## src/rtl/oled_pkg.sv

```systemverilog
// Shared OLED 96x64 definitions: geometry, sprite mode encodings, RGB565 colours.
// Latency: n/a (declarations only).
// Backpressure: n/a.
package oled_pkg;

    localparam int OLED_W    = 96;
    localparam int OLED_H    = 64;
    localparam int PIX_IDX_W = 13;

    typedef logic [1:0] mode_t;

    localparam mode_t MODE_STATIC = 2'b00;
    localparam mode_t MODE_MANUAL = 2'b01;
    localparam mode_t MODE_BOUNCE = 2'b10;
    localparam mode_t MODE_BLINK  = 2'b11;

    localparam logic [15:0] RGB_BLACK = 16'h0000;
    localparam logic [15:0] RGB_RED   = 16'hF800;
    localparam logic [15:0] RGB_GREEN = 16'h07E0;
    localparam logic [15:0] RGB_BLUE  = 16'h001F;
    localparam logic [15:0] RGB_WHITE = 16'hFFFF;

endpackage

```

## src/rtl/frame_tick_gen.sv

```systemverilog
// Frame-start detector: pulses when the pixel index returns to 0 from a nonzero index.
// Latency: combinational on the current index against the registered previous index.
// Backpressure: none; consumes one pixel index per clock.
//
// Ports:
//   i_clk          pixel clock
//   i_rst_n        asynchronous active-low reset
//   i_pixel_index  current OLED pixel index
//   o_frame_tick   one-cycle frame-start pulse
module frame_tick_gen
    import oled_pkg::*;
(
    input  logic                 i_clk,
    input  logic                 i_rst_n,
    input  logic [PIX_IDX_W-1:0] i_pixel_index,
    output logic                 o_frame_tick
);

    logic [PIX_IDX_W-1:0] r_prev_index;

    always_ff @(posedge i_clk or negedge i_rst_n) begin
        if (!i_rst_n) begin
            r_prev_index <= '0;
        end else begin
            r_prev_index <= i_pixel_index;
        end
    end

    // Previous index resets to 0, so an index of 0 right after reset is not a frame start.
    assign o_frame_tick = (i_pixel_index == '0) && (r_prev_index != '0);

endmodule

```

## src/rtl/animated_square.sv

```systemverilog
// Square sprite for the 96x64 OLED pipeline with static, manual, bouncing and blinking modes.
// Latency: 1 cycle from pixel index to registered colour; position/visibility update on frame start.
// Backpressure: none; one pixel per clock, button pulses are latched until the next frame.
//
// Ports:
//   i_clk25        pixel clock
//   i_rst_n        asynchronous active-low reset
//   i_pixel_index  current pixel, row-major
//   i_color_in     RGB565 fill colour
//   i_mode         00 static, 01 manual, 10 bounce, 11 blink
//   i_btn_*        single-cycle debounced button pulses
//   o_color        registered RGB565 pixel colour
//   o_pos_x/y      current top-left corner of the square
module animated_square
    import oled_pkg::*;
#(
    parameter int          SCREEN_W  = OLED_W,
    parameter int          SCREEN_H  = OLED_H,
    parameter int          SIZE      = 13,
    parameter int          INIT_X    = 42,
    parameter int          INIT_Y    = 26,
    parameter int          STEP      = 1,
    parameter int          FRAME_DIV = 4,
    parameter logic [15:0] BG_COLOR  = RGB_BLACK
) (
    input  logic                 i_clk25,
    input  logic                 i_rst_n,
    input  logic [PIX_IDX_W-1:0] i_pixel_index,
    input  logic [15:0]          i_color_in,
    input  logic [1:0]           i_mode,
    input  logic                 i_btn_up,
    input  logic                 i_btn_down,
    input  logic                 i_btn_left,
    input  logic                 i_btn_right,
    output logic [15:0]          o_color,
    output logic [6:0]           o_pos_x,
    output logic [5:0]           o_pos_y
);

    localparam int X_MAX = SCREEN_W - SIZE;
    localparam int Y_MAX = SCREEN_H - SIZE;
    localparam int DIV_W = (FRAME_DIV > 1) ? $clog2(FRAME_DIV) : 1;

    // Bit positions inside the pending-move vector.
    localparam int B_UP = 3;
    localparam int B_DN = 2;
    localparam int B_LT = 1;
    localparam int B_RT = 0;

    logic [15:0]          r_color;
    logic [6:0]           r_pos_x;
    logic [5:0]           r_pos_y;
    logic                 r_dir_x_neg;
    logic                 r_dir_y_neg;
    logic                 r_visible;
    logic [DIV_W-1:0]     r_div_cnt;
    logic [3:0]           r_pend;
    mode_t                r_mode_q;

    logic                 w_frame_tick;
    logic                 w_div_wrap;
    logic [3:0]           w_btn;
    logic [PIX_IDX_W-1:0] w_x;
    logic [PIX_IDX_W-1:0] w_y;
    logic                 w_hit;
    int                   w_mx;
    int                   w_my;
    int                   w_bx;
    int                   w_by;
    logic                 w_bdx_neg;
    logic                 w_bdy_neg;

    frame_tick_gen u_tick (
        .i_clk         (i_clk25),
        .i_rst_n       (i_rst_n),
        .i_pixel_index (i_pixel_index),
        .o_frame_tick  (w_frame_tick)
    );

    assign w_btn      = {i_btn_up, i_btn_down, i_btn_left, i_btn_right};
    assign w_div_wrap = (r_div_cnt == DIV_W'(FRAME_DIV - 1));

    // Coordinates kept at full index width so pos+SIZE-1 cannot wrap.
    assign w_x = i_pixel_index % PIX_IDX_W'(SCREEN_W);
    assign w_y = i_pixel_index / PIX_IDX_W'(SCREEN_W);

    assign w_hit = r_visible
                && (w_x >= PIX_IDX_W'(r_pos_x))
                && (w_x <= PIX_IDX_W'(r_pos_x) + PIX_IDX_W'(SIZE - 1))
                && (w_y >= PIX_IDX_W'(r_pos_y))
                && (w_y <= PIX_IDX_W'(r_pos_y) + PIX_IDX_W'(SIZE - 1));

    // Next position candidates for manual and bounce modes, computed signed so
    // that underflow below 0 is visible before clamping.
    always_comb begin
        w_mx = int'(r_pos_x);
        w_my = int'(r_pos_y);
        if (r_pend[B_RT] && !r_pend[B_LT]) begin
            w_mx = w_mx + STEP;
        end else if (r_pend[B_LT] && !r_pend[B_RT]) begin
            w_mx = w_mx - STEP;
        end
        if (r_pend[B_DN] && !r_pend[B_UP]) begin
            w_my = w_my + STEP;
        end else if (r_pend[B_UP] && !r_pend[B_DN]) begin
            w_my = w_my - STEP;
        end
        if (w_mx > X_MAX) begin
            w_mx = X_MAX;
        end else if (w_mx < 0) begin
            w_mx = 0;
        end
        if (w_my > Y_MAX) begin
            w_my = Y_MAX;
        end else if (w_my < 0) begin
            w_my = 0;
        end

        w_bx      = int'(r_pos_x) + (r_dir_x_neg ? -STEP : STEP);
        w_by      = int'(r_pos_y) + (r_dir_y_neg ? -STEP : STEP);
        w_bdx_neg = r_dir_x_neg;
        w_bdy_neg = r_dir_y_neg;
        if (w_bx > X_MAX) begin
            w_bx      = X_MAX;
            w_bdx_neg = 1'b1;
        end else if (w_bx < 0) begin
            w_bx      = 0;
            w_bdx_neg = 1'b0;
        end
        if (w_by > Y_MAX) begin
            w_by      = Y_MAX;
            w_bdy_neg = 1'b1;
        end else if (w_by < 0) begin
            w_by      = 0;
            w_bdy_neg = 1'b0;
        end
    end

    always_ff @(posedge i_clk25 or negedge i_rst_n) begin
        if (!i_rst_n) begin
            r_color     <= BG_COLOR;
            r_pos_x     <= 7'(INIT_X);
            r_pos_y     <= 6'(INIT_Y);
            r_dir_x_neg <= 1'b0;
            r_dir_y_neg <= 1'b0;
            r_visible   <= 1'b1;
            r_div_cnt   <= '0;
            r_pend      <= '0;
            r_mode_q    <= MODE_STATIC;
        end else begin
            r_color  <= w_hit ? i_color_in : BG_COLOR;
            r_mode_q <= i_mode;

            if (i_mode != r_mode_q) begin
                // Mode switch restarts the divider and drops queued moves,
                // but the square stays where it is.
                r_div_cnt <= '0;
                r_pend    <= '0;
                r_visible <= 1'b1;
            end else begin
                case (r_mode_q)
                    MODE_MANUAL: begin
                        r_visible <= 1'b1;
                        if (w_frame_tick) begin
                            r_pos_x <= 7'(w_mx);
                            r_pos_y <= 6'(w_my);
                            // A pulse coinciding with the tick belongs to the next frame.
                            r_pend  <= w_btn;
                        end else begin
                            r_pend  <= r_pend | w_btn;
                        end
                    end
                    MODE_BOUNCE: begin
                        r_visible <= 1'b1;
                        if (w_frame_tick) begin
                            if (w_div_wrap) begin
                                r_div_cnt   <= '0;
                                r_pos_x     <= 7'(w_bx);
                                r_pos_y     <= 6'(w_by);
                                r_dir_x_neg <= w_bdx_neg;
                                r_dir_y_neg <= w_bdy_neg;
                            end else begin
                                r_div_cnt <= r_div_cnt + 1'b1;
                            end
                        end
                    end
                    MODE_BLINK: begin
                        if (w_frame_tick) begin
                            if (w_div_wrap) begin
                                r_div_cnt <= '0;
                                r_visible <= ~r_visible;
                            end else begin
                                r_div_cnt <= r_div_cnt + 1'b1;
                            end
                        end
                    end
                    default: begin
                        r_visible <= 1'b1;
                    end
                endcase
            end
        end
    end

    assign o_color = r_color;
    assign o_pos_x = r_pos_x;
    assign o_pos_y = r_pos_y;

endmodule

```

## config.mk

```make
export PLATFORM = sky130hd
export DESIGN_NAME = animated_square
export DESIGN_NICKNAME = d
export VERILOG_FILES = /design/src/rtl/oled_pkg.sv /design/src/rtl/frame_tick_gen.sv /design/src/rtl/animated_square.sv
export SDC_FILE = /design/constraint.sdc
export NUM_CORES = 1
export LEC_CHECK = 0
export CELL_PAD_IN_SITES_DETAIL_PLACEMENT = 0
export CELL_PAD_IN_SITES_GLOBAL_PLACEMENT = 2
export CORE_MARGIN = 5
export CORE_UTILIZATION = 26
export DETAILED_ROUTE_END_ITERATION = 16
export GPL_TIMING_DRIVEN = 0
export PLACE_DENSITY_LB_ADDON = 0.1
export SLEW_MARGIN = 20
export SYNTH_ARGS = -nofsm -noshare
export SYNTH_HDL_FRONTEND = slang
export SYNTH_SLANG_ARGS = --single-unit
```

## constraint.sdc

```tcl
create_clock -name i_clk25 -period 4.2 [get_ports i_clk25]
set_input_delay 1.05 -clock i_clk25 [delete_from_list [all_inputs] [get_ports i_clk25]]
set_output_delay 1.05 -clock i_clk25 [all_outputs]
set_load 0.02 [all_outputs]
```

# Yosys cells after proc, flatten, opt, wreduce, memory -nomap -nowiden
# Index checks and enable logic that the tools add are counted.
[word_totals]
input_bits = 37
reg_bits = 53
output_inout_bits = 29
elab_cells = 111
[classes]
bitwise_logic = 3
n_eq_ne = 10
div = 2
order_cmp = 12
mux = 38
add_sub_neg = 9
reduce_logical = 27
[op_table]
columns = ["operator", "n"]
rows = [
  ["$mux W32", 6],
  ["$lt A32 B1 Y1 const B", 4],
  ["$gt A32 B7 Y1 const B", 2],
  ["$gt A32 B8 Y1 const B", 2],
  ["$mux W7", 7],
  ["$mux W6", 7],
  ["$add A7 B32 Y32", 1],
  ["$add A8 B32 Y32", 1],
  ["$mux W16", 1],
  ["$reduce_and A5 Y1", 3],
  ["$pmux W7 S2", 1],
  ["$div A13 B7 Y13 const B", 1],
  ["$ge A13 B6 Y1", 1],
  ["$ge A13 B7 Y1", 1],
  ["$le A13 B7 Y1", 1],
  ["$le A13 B8 Y1", 1],
  ["$logic_not A13 Y1", 1],
  ["$mod A13 B7 Y13 const B", 1],
  ["$reduce_bool A13 Y1", 1],
  ["$mux W4", 3],
  ["$pmux W6 S2", 1],
  ["$reduce_bool A2 Y1", 6],
  ["$logic_and A1 B1 Y1", 9],
  ["$add A7 B1 Y8 const B", 1],
  ["other kinds (20)", 38],
]

# Logic depth before layout (Yosys ltp)
# Gate-level depths: netlist of the first run.
[depth]
word_depth = 9
depth_mapped = 18

# Hierarchy
# A second synthesis of the first run with hierarchy kept.
[unflattened]
cells_unflattened = 712
area_unflattened_um2 = 5820.6
[by_module_without_submodules]
columns = ["module", "seq_area_each_um2", "cells_per_inst", "area_each_um2", "n_inst"]
rows = [
  ["animated_square", 1009.7, 689, 5432.7, 1],
  ["frame_tick_gen", 325.3, 23, 387.9, 1],
]

# Least setup slack after synthesis of the first run
# Ideal clock, no wire load.
[synth_timing]
path_type = "in2reg"
startpoint = "input i_pixel_index[10]"
endpoint = "register r_color[10] (netlist: o_color[10])"
slack_ns = 0.012
required_time_ns = 4.114
setup_ns = 0.086
t_arrival_ns = 4.101
path_stages = 16
path_cell_list = "buf_2 -> or3_1 -> o21a_1 -> a2111oi_0 -> a211oi_2 -> nand3_1 -> o21ai_0 -> mux2_2 -> ha_1 -> nand4_1 -> a21oi_1 -> o31a_1 -> o22ai_1 -> buf_2 -> nand4_1 -> nor3_1"
[synth_between]
elab_chain_cells = 7
[synth_rtl]
columns = ["element", "line_no", "text"]
rows = [
  ["from (decl)", "animated_square.sv:28", "input logic [PIX_IDX_W-1:0] i_pixel_index,"],
  ["$mod A13 B7 Y13", "animated_square.sv:84", "assign w_x = i_pixel_index % PIX_IDX_W'(SCREEN_W);"],
  ["$ge A13 B7 Y1", "animated_square.sv:88", "&& (w_x >= PIX_IDX_W'(r_pos_x))"],
  ["$logic_and A1 B1 Y1", "animated_square.sv:88", ""],
  ["$logic_and A1 B1 Y1", "animated_square.sv:89", "&& (w_x <= PIX_IDX_W'(r_pos_x) + PIX_IDX_W'(SIZE - 1))"],
  ["$logic_and A1 B1 Y1", "animated_square.sv:90", "&& (w_y >= PIX_IDX_W'(r_pos_y))"],
  ["$logic_and A1 B1 Y1 (*)", "animated_square.sv:91", "&& (w_y <= PIX_IDX_W'(r_pos_y) + PIX_IDX_W'(SIZE - 1));"],
  ["$mux W16 (*)", "animated_square.sv:151", "r_color <= w_hit ? i_color_in : BG_COLOR;"],
  ["to (signal assigned)", "animated_square.sv:151", ""],
  ["to (decl)", "animated_square.sv:50", "logic [15:0] r_color;"],
]
# Every way passes the cells marked *; elsewhere a longest branch is shown, timed or not.
# A chain may end at the register's enable or synchronous reset.

# Worst setup path after layout of the first run
[layout_timing]
startpoint = "input i_pixel_index[10]"
endpoint = "register r_color[1] (netlist: o_color[1])"
# Same word-level chain as after synthesis.

==> results by group, run 1 <==
Placed design
  • Worst slack, placed: -1.30 ns
  • Hpwl dp: 12500 um
  • I/O Buffers: 65
  • Placed cell area: 0.00622 mm^2
  • Placed insts: 923
  • Routability cong.: 0.772

Floorplanning
  • Die Height: 152 um
  • IO Pins: 66
  • Core box area: just under 0.02 mm^2
  • Initial Utilization: 0.266
  • Total die area: ~0.023 mm^2
  • # rows: slightly above 50
  • Die W: between 150 and 200 um

Logic synthesis
  • Seq/Total Area, Yosys: 0.256
  • Post-synthesis async set-or-reset flop share: 1.00
  • Yosys cell types: 86
  • Most common flop cell mapped by yosys: dfrtp_1
  • Adder-cell share of the synthesized area: 0.173
  • Cells after Synth: about 600
  • Mapped Area: 0.00521 mm^2
  • Mux share of post-synthesis cell area: 0.0158
  • Yosys top cell area share: 0.221
  • Main combinational cell family by area after synthesis: compound AO/OA/AOI/OAI gates
  • Mean area per synthesized cell: 8.81 um^2
  • Simple-gate share of the synthesized area: 0.228
  • Cell accounting for the most synthesized area: dfrtp_1
  • #FFs+latches synth: 53
  • Synth area leaders: dfrtp_1 22%, ha_1 16%, dfstp_2 3.5%, a21oi_1 2.9%, nor3_1 2.7%
  • Post-Syn Nets: roughly 700
  • Post-synthesis xor/xnor area fraction: 0.0420
  • Number of synthesized flops with an enable pin: 0
  • Post-synthesis compound-gate area fraction: 0.242
  • YS warnings: 0

STA
  • Max Slew Vio Count: 0
  • Final hold vios: 0
  • Slew @ Worst Pin: slightly below 1 ns
  • TNS Setup: 0 ns
  • Final min period: 4.03 ns
  • Max-slew headroom: 0.356
  • Fin Hold WS: 0.549 ns
  • Final setup vio count: 0
  • Unrepaired setup endpoints after global routing: false
  • F_max: 248 MHz
  • Setup Skew: 0.0167 ns
  • Setup ws final: 0.165 ns
  • Final Cycle Share: 0.961

GRT
  • Grt met2 use: 0.245
  • GRT overflow: 0
  • Met3 GRT Util: 0.0336
  • Grt met1 use: 0.189
  • First-pass GRT wire length: 26600 um
  • Number of global-route vias before repair: 5010
  • Antenna violations before repair: 1
  • Largest net degree at the start of global routing: 51
  • Top Usage Layer GRT: met2
  • GRT Total Usage: 0.146

Finish
  • Area Overhead vs Synth: 29.9%
  • Layout cells sized above 1: 0.164
  • Fin cells: 948
  • Antenna cells: 0
  • Finished Cell Area: 0.00677 mm^2
  • Nets: 789

CTS
  • CTS sink cnt: 53
  • Htree depth: 2
  • Root Buffer Master: clkbuf_16
  • CTS tree: built
  • Clk_lat worst skew: 0.32 ns
  • Inserted Clock Buffers: 5
  • Longest Clk Path Bufs: 2
  • Worst-path clk slew: roughly 0.080 ns

Pwr
  • Power per cell area: slightly below 200 mW/mm^2
  • Leakage power: 2.84 nW
  • Max IR drop VDD: 0.000152 V

Detailed routing
  • DR pass1 iterations: 4
  • Total number of vias: 4837
  • Total Routed Length: 16600 um
  • First DRT Iteration DRCs: 178
  • Antenna viol nets, final: 0
  • DRC violations left: 0
  • WL/cell: 17.5 um
  • Vias per cell: between 5 and 6

Worst setup path
  • CP Capture Type: flop
  • Crit path DAT: 4.26 ns
  • Crit Path Max Fanout: 6
  • Critical path required time: 4.43 ns
  • Crit Path Class: in2reg
  • Startpoint class of the critical path: primary input

Status
  • Outcome: finished, final reports clean

Hold path
  • HP Class: in2async

Run
  • Max Cap Viol: 0
## cell usage after synthesis (all sizes together), types with 15 or more instances
library cell  number
nor3              29
clkbuf            18
ha                68
nor2              35
nand4             21
dfrtp             46
a21oi             30
nor2b             15
inv               22
o21ai             35
nand2b            19
nand2             24
## timing repair
| action | 4_1_cts | 5_1_grt |
|---|---|---|
| gates resized for setup | 51 | 46 |
| setup endpoints to repair | 24 | 24 |
| hold buffers | 0 | 0 |
| setup buffers | 8 | 8 |
| cloned | 1 | 1 |
| pin swaps | 9 | 16 |
## stage by stage
stage | power (W) | util
after floorplan | 0.000704 | -
after global placement | 0.000814 | 0.316
after detailed placement | 0.000821 | 0.318
after CTS | 0.00133 | 0.337
after global routing | 0.00141 | 0.346
final | 0.00133 | 0.346
## critical path, stage by stage
cell	delay [ns]
clkbuf_2	0.10
buf_6	0.13
or3_1	0.37
o21a_1	0.14
a2111oi_4	0.44
a211oi_4	0.07
buf_4	0.16
nand3_2	0.06
o21ai_1	0.07
mux2_4	0.31
ha_4	0.22
nand4_1	0.14
a21oi_2	0.05
o31a_1	0.27
o22ai_4	0.21
buf_6	0.17
nand4_1	0.12
nor3_2	0.20
## worst paths after layout
path	from	end	slack, ns	cells past startpoint
max	i_pixel_index[10]	o_color[1]	0.17	18
min	i_rst_n	o_pos_y[2]	0.55	1
max reg2reg	o_pos_x[1]	o_pos_x[4]	0.32	13
min reg2reg	r_div_cnt[0]	r_div_cnt[0]	0.55	2
max in group asynchronous	i_rst_n	o_pos_y[1]	3.13	2
min in group i_clk25	r_div_cnt[0]	r_div_cnt[0]	0.55	2
## final cells by class
type	count	area, um^2
multi-input combinational	485	3880
tap	265	332
buffer	31	194
sequential	53	1340
timing repair buffer	84	796
clock inverter	3	26.3
fill	2042	12800
inverter	22	82.6
clock buffer	5	125
## registers in the layout (all words and copies together) (netlist names)
signal               count
o_color                 16
u_tick.r_prev_index     13
o_pos_x                  7
o_pos_y                  6
r_pend                   4
r_div_cnt                2
r_mode_q                 2
r_dir_x_neg              1
r_dir_y_neg              1
r_visible                1
## cells in the final DEF, fill, tap and decap left out, types with 12 or more instances in the layout
cell	Yosys	layout
nand2_1	24	24
ha_1	68	65
nor3_1	28	20
o21ai_0	21	19
clkbuf_1	18	12
nor2b_1	15	15
clkdlybuf4s50_1	0	58
buf_4	0	19
o21ai_1	13	13
dfrtp_1	46	43
inv_1	21	21
nand4_1	21	21
xnor2_1	14	14
a21oi_1	30	25
nand2b_1	19	17
nor2_1	34	34
## power by group
| part | internal (W) | switching [W] |
|---|---|---|
| clock | 0.000229 | 0.000229 |
| sequential | 0.000521 | 0.00000760 |
| combinational | 0.000159 | 0.000182 |
| total | 0.000910 | 0.000419 |
## layer usage
layer / part of all wire / up-vias
met5: 0.00072 / -
met4: 0.017 / 2
met3: 0.043 / 16
met2: 0.47 / 90
met1: 0.47 / 2311
li1: - / 2418
## logic make-up after synthesis
group | after synthesis
and+or+nand+nor | 206
muxes | 8
adders and majority gates | 71
AOI/OAI and AO/OA | 174
buffers and inverters | 54
xor gates and xnor gates | 25
DFF | 53
other | 1
Power figures use the tool's default switching activity.
==> run 2, diff against run 1 <==
- CAP_MARGIN: unset -> 20
==> results of run 2 <==
The final DEF is identical to that of run 1; final timing and power are the same.
